### src/rtl/bp_pkg.sv
// rtl/bp_pkg.sv - shared counter type and saturating update for the branch predictor
package bp_pkg;

    typedef enum logic [1:0] {
        SNT = 2'b00,
        WNT = 2'b01,
        WT  = 2'b10,
        ST  = 2'b11
    } bp_ctr_t;

    localparam bp_ctr_t BP_CTR_RESET = WNT;
    localparam bp_ctr_t BP_CTR_ALLOC = WT;

    function automatic bp_ctr_t bp_ctr_next(input bp_ctr_t ctr, input logic taken);
        bp_ctr_t nxt;
        nxt = ctr;
        case (ctr)
            SNT: nxt = taken ? WNT : SNT;
            WNT: nxt = taken ? WT  : SNT;
            WT:  nxt = taken ? ST  : WNT;
            ST:  nxt = taken ? ST  : WT;
            default: nxt = ctr;
        endcase
        return nxt;
    endfunction

endpackage

### src/rtl/branch_predictor.sv
// rtl/branch_predictor.sv - direct-mapped BTB with 2-bit counters driving next-PC
// Lookup is combinational from i_pc; training from execute lands on the next edge.
module branch_predictor
    import bp_pkg::*;
#(
    parameter int ENTRIES = 16,
    localparam int IDX_W = $clog2(ENTRIES)
) (
    input  logic        i_clk,
    input  logic        i_reset,
    input  logic [31:0] i_pc,
    output logic [31:0] o_pc_next,
    output logic        o_pred_taken,
    input  logic        i_upd_en,
    input  logic [31:0] i_upd_pc,
    input  logic        i_upd_taken,
    input  logic [31:0] i_upd_target
);

    localparam int TAG_W = 30 - IDX_W;

    logic [ENTRIES-1:0] valid_q;
    bp_ctr_t            ctr_q [ENTRIES];
    logic [TAG_W-1:0]   tag_q [ENTRIES];
    logic [29:0]        tgt_q [ENTRIES];

    logic [IDX_W-1:0] lk_idx;
    logic [TAG_W-1:0] lk_tag;
    logic [1:0]       lk_ctr;
    logic             lk_hit;

    logic [IDX_W-1:0] up_idx;
    logic [TAG_W-1:0] up_tag;
    logic             up_hit;

    logic unused_low_bits;
    assign unused_low_bits = ^{i_upd_pc[1:0], i_upd_target[1:0]};

    assign lk_idx = i_pc[IDX_W+1:2];
    assign lk_tag = i_pc[31:IDX_W+2];
    assign lk_ctr = ctr_q[lk_idx];
    assign lk_hit = valid_q[lk_idx] && (tag_q[lk_idx] == lk_tag);

    assign o_pred_taken = lk_hit && lk_ctr[1];
    assign o_pc_next    = o_pred_taken ? {tgt_q[lk_idx], 2'b00} : i_pc + 32'd4;

    assign up_idx = i_upd_pc[IDX_W+1:2];
    assign up_tag = i_upd_pc[31:IDX_W+2];
    assign up_hit = valid_q[up_idx] && (tag_q[up_idx] == up_tag);

    always_ff @(posedge i_clk or posedge i_reset) begin
        if (i_reset) begin
            valid_q <= '0;
            for (int i = 0; i < ENTRIES; i++) begin
                ctr_q[i] <= BP_CTR_RESET;
            end
        end else if (i_upd_en) begin
            if (up_hit) begin
                ctr_q[up_idx] <= bp_ctr_next(ctr_q[up_idx], i_upd_taken);
            end else if (i_upd_taken) begin
                // Allocation evicts whatever lived at this index.
                valid_q[up_idx] <= 1'b1;
                ctr_q[up_idx]   <= BP_CTR_ALLOC;
            end
        end
    end

    // Tag rewrite on a taken hit is harmless: it stores the same value.
    always_ff @(posedge i_clk) begin
        if (!i_reset && i_upd_en && i_upd_taken) begin
            tag_q[up_idx] <= up_tag;
            tgt_q[up_idx] <= i_upd_target[31:2];
        end
    end

endmodule

### config.mk
export PLATFORM = sky130hd
export DESIGN_NAME = branch_predictor
export DESIGN_NICKNAME = d
export VERILOG_FILES = /design/src/rtl/bp_pkg.sv /design/src/rtl/branch_predictor.sv
export SDC_FILE = /design/constraint.sdc
export NUM_CORES = 1
export LEC_CHECK = 0
export BUFFER_PORTS_ARGS = -buffer_cell sky130_fd_sc_hd__buf_2
export CAP_MARGIN = 20
export CORE_MARGIN = 2
export CORE_UTILIZATION = 54
export DETAILED_ROUTE_END_ITERATION = 16
export GPL_TIMING_DRIVEN = 1
export PLACE_DENSITY_LB_ADDON = 0.2
export SKIP_LAST_GASP = 1
export SLEW_MARGIN = 20
export SYNTH_ARGS = -nofsm -noshare
export SYNTH_HDL_FRONTEND = slang
export SYNTH_SLANG_ARGS = --single-unit
### constraint.sdc
create_clock -name i_clk -period 9.4 [get_ports i_clk]
set_clock_uncertainty 0.2 [all_clocks]
set_input_delay 1.41 -clock i_clk [delete_from_list [all_inputs] [get_ports i_clk]]
set_output_delay 1.41 -clock i_clk [all_outputs]
set_load 0.02 [all_outputs]
==> results.json <==
{
  "r2r_start": "tag_q[6][3]$_DFFE_PP_",
  "grt_pass1_vias": 23289,
  "io_pins": 133,
  "drc_errors": 0,
  "hold_class": "register to register",
  "layout-drive-gt1-share_pct": 31.6,
  "final-max-slew-violation-count": 0,
  "finalHoldViolations": 0,
  "final_cell_mix": "edfxtp_1, mux4_2, mux2i_1, buf_2, clkbuf_16",
  "crit_chain": "buf_8 > buf_12 > mux4_2 > mux2i_1 > xnor2_1 > a2111oi_0 > a22o_1 > nand3_1 > nor4_4 > buf_4 > mux2_2 > buf_2",
  "r2r-end": "valid_q[11]$_DFFE_PP0P_",
  "setup_violations": 0,
  "n_fill_cell": 5416,
  "ys_seq_area_share_pct": 67.0,
  "ctsHoldBuffers": 0,
  "total_power_uw": 9260,
  "wl_um": 113000,
  "grt_pass1_wl_um": 162000,
  "worstPathRequired_ns": 7.79,
  "cts_tree": "yes",
  "track_usage_pct": 28.7,
  "finalWeightedCongestion": 0.903,
  "post_cts_buffers": 0,
  "setup-tns-final_ns": 0,
  "status": "completed",
  "clock_latency_ns": 0.66,
  "slowest_delay_ns": 0.67,
  "grt_max_degree": 108,
  "leakage_uw": 0.0152,
  "wl_per_cell_um": 32.8,
  "crit_slowest_cell": "buf_8",
  "num_vias": 23206,
  "critPathArrivalTime_ns": 6.08,
  "syn_inst": 2186,
  "core_um2": 77200,
  "maxSlewHeadroom_pct": 25.9,
  "start_util_pct": 54.3,
  "placementRows": 102,
  "clk_pin_slew_ns": 0.05,
  "critPathCaptureType": "primary output",
  "cp_max_fo": 78,
  "r2r_setup_slack_ns": 4.93,
  "port_buffers": 128,
  "cellPowerDensity_nw_per_um2": 197,
  "drt_pre_antenna_iters": 6,
  "start_kind": "input pin",
  "synth_edf_count": 896,
  "cts.path.max_buffers": 3,
  "cts_buffers": 97,
  "ys_seq_elements": 944,
  "yosys.area.top_type": "edfxtp_1",
  "vias_per_cell": 6.76,
  "final.min_clock_period_ns": 7.69,
  "synth_area_leaders": "edfxtp_1, mux4_2, mux2i_1",
  "die_y_um": 283,
  "fmax_mhz": 130,
  "layout_worst_path_cycle_share_pct": 81.8,
  "die_area_um2": 79900,
  "whs_path_depth": 2,
  "grt_setup_unrepaired": "no",
  "hold_end": "ctr_q[8]$_DFFE_PP1P_",
  "syn-num-nets": 2287,
  "synth_top_area_share_pct": 64.1,
  "grt_remaining_overflow": 0,
  "yosys_warnings": 0,
  "first_iter_violations": 3133,
  "ys_types": 77,
  "dp_hpwl_um": 63900,
  "final_common_cell": "edfxtp_1",
  "avgSynthCellArea_um2": 19.2,
  "netlist_area_um2": 42000,
  "root_buffer": "clkbuf_16",
  "vdd_drop_max_uv": 194,
  "final_core_util_pct": 60.8,
  "nets": 2412,
  "postRouteAntennaNets": 0,
  "antenna_found_initial": 14,
  "hold_slack_ns": 0.283,
  "worst_pin_slew_ns": 1.11,
  "die_w_um": 283,
  "cts_max_level": 3,
  "cts-resized-gates": 0,
  "area_delta_synth_final_pct": 11.8,
  "synthFlopType": "edfxtp_1",
  "worstHoldStart": "ctr_q[8]$_DFFE_PP1P_",
  "cap_violations": 0,
  "synthArstFlopShare_pct": 5.08,
  "rr_worst_depth": 7,
  "clock-sinks": 944,
  "path_class": "input pin to primary output"
}
[how the worst max path moves through the flow]
stage                     slack (ns)  startpoint  depth (start not counted)            end
final                           1.71     i_pc[2]                         12  o_pc_next[14]
after global routing            1.50     i_pc[2]                         12  o_pc_next[14]
after CTS                       1.70     i_pc[2]                         12  o_pc_next[14]
after detailed placement        1.71     i_pc[2]                         12  o_pc_next[14]
after global placement          1.84     i_pc[2]                         11  o_pc_next[14]
after floorplan                 2.96     i_pc[2]                         11  o_pc_next[10]
[kinds of logic (layout without fill, tap and decap cells)]
| logic type | Yosys count | in the layout | share of synthesized area [%] |
|---|---|---|---|
| DFF | 944 | 944 | 67.0 |
| muxes | 515 | 515 | 22.4 |
| and+or+nand+nor | 271 | 271 | 3.20 |
| AOI/OAI and AO/OA | 202 | 202 | 3.54 |
| buffers and inverters | 164 | 366 | 1.95 |
| xor gates and xnor gates | 87 | 87 | 1.82 |
| adders and majority gates | 3 | 3 | 0.0775 |
| other | 0 | 4 | 0 |
[stage by stage]
stage | instance area [um^2] | instances | setup WS, ns
final | 46900 | 3432 | 1.71
after global placement | 43700 | 3250 | 1.84
after detailed placement | 43700 | 3251 | 1.71
after global routing | 46900 | 3428 | 1.50
after CTS | 46900 | 3427 | 1.70
after floorplan | 42000 | 2186 | 2.96
[layout make-up]
class                           instances  area [um^2]  area share, %
Sequential cell                       944        28100           59.9
Clock inverter                         68          672           1.43
Timing Repair Buffer                  174         1090           2.32
Clock buffer                          108         2520           5.37
Multi-Input combinational cell       1078        13200           28.0
Inverter                               16         60.1          0.128
Tap cell                             1040         1300           2.77
Antenna cell                            4         10.0         0.0213
[sequential cells by signal (all words and copies together), names as in the netlist]
signal	flops
tgt_q	480
tag_q	416
ctr_q	32
valid_q	16
[per-layer routing]
| metal | part of all wire [%] | vias up | wire [um] | GRT usage, % |
|---|---|---|---|---|
| li1 | - | 9406 | - | - |
| met1 | 39 | 12264 | 43800 | 40.1 |
| met2 | 48 | 1287 | 54100 | 45.3 |
| met3 | 10 | 227 | 11200 | 6.49 |
| met4 | 3.1 | 22 | 3460 | 9.54 |
| met5 | 0.10 | - | 115 | 0 |
[critical path, delay by kind of cell]
family,cells,cell delay (ns)
and+or+nand+nor,2,0.52
AOI/OAI and AO/OA,2,0.70
buffers and inverters,4,1.87
muxes,3,1.23
xor gates and xnor gates,1,0.19
[cells in the mapped netlist, drive strengths merged, types with 3 or more instances]
master / n
edfxtp: 896
mux4: 334
mux2i: 135
buf: 89
nor2: 83
clkbuf: 59
xnor2: 59
o21ai: 55
nand2: 53
nand3: 47
mux2: 46
dfrtp: 32
xor2: 28
a22oi: 21
a2bb2oi: 16
dfstp: 16
nand4: 16
nor2b: 16
a221oi: 15
a22o: 15
inv: 15
nand2b: 11
a21oi: 10
a31o: 10
nor3: 9
a41o: 8
and2: 7
a211oi: 6
o22ai: 6
a2111oi: 5
a31oi: 5
nor4: 5
o211ai: 5
and3: 4
and4: 4
o22a: 3
o31ai: 3
o32ai: 3
or4: 3
or4b: 3
[report_power, final]
| group | internal [uW] | total, uW | switching [uW] |
|---|---|---|---|
| registers | 4660 | 4700 | 37.1 |
| clock network | 2220 | 3840 | 1630 |
| logic | 302 | 716 | 414 |
Note: power is estimated with default switching activity, not from simulation.
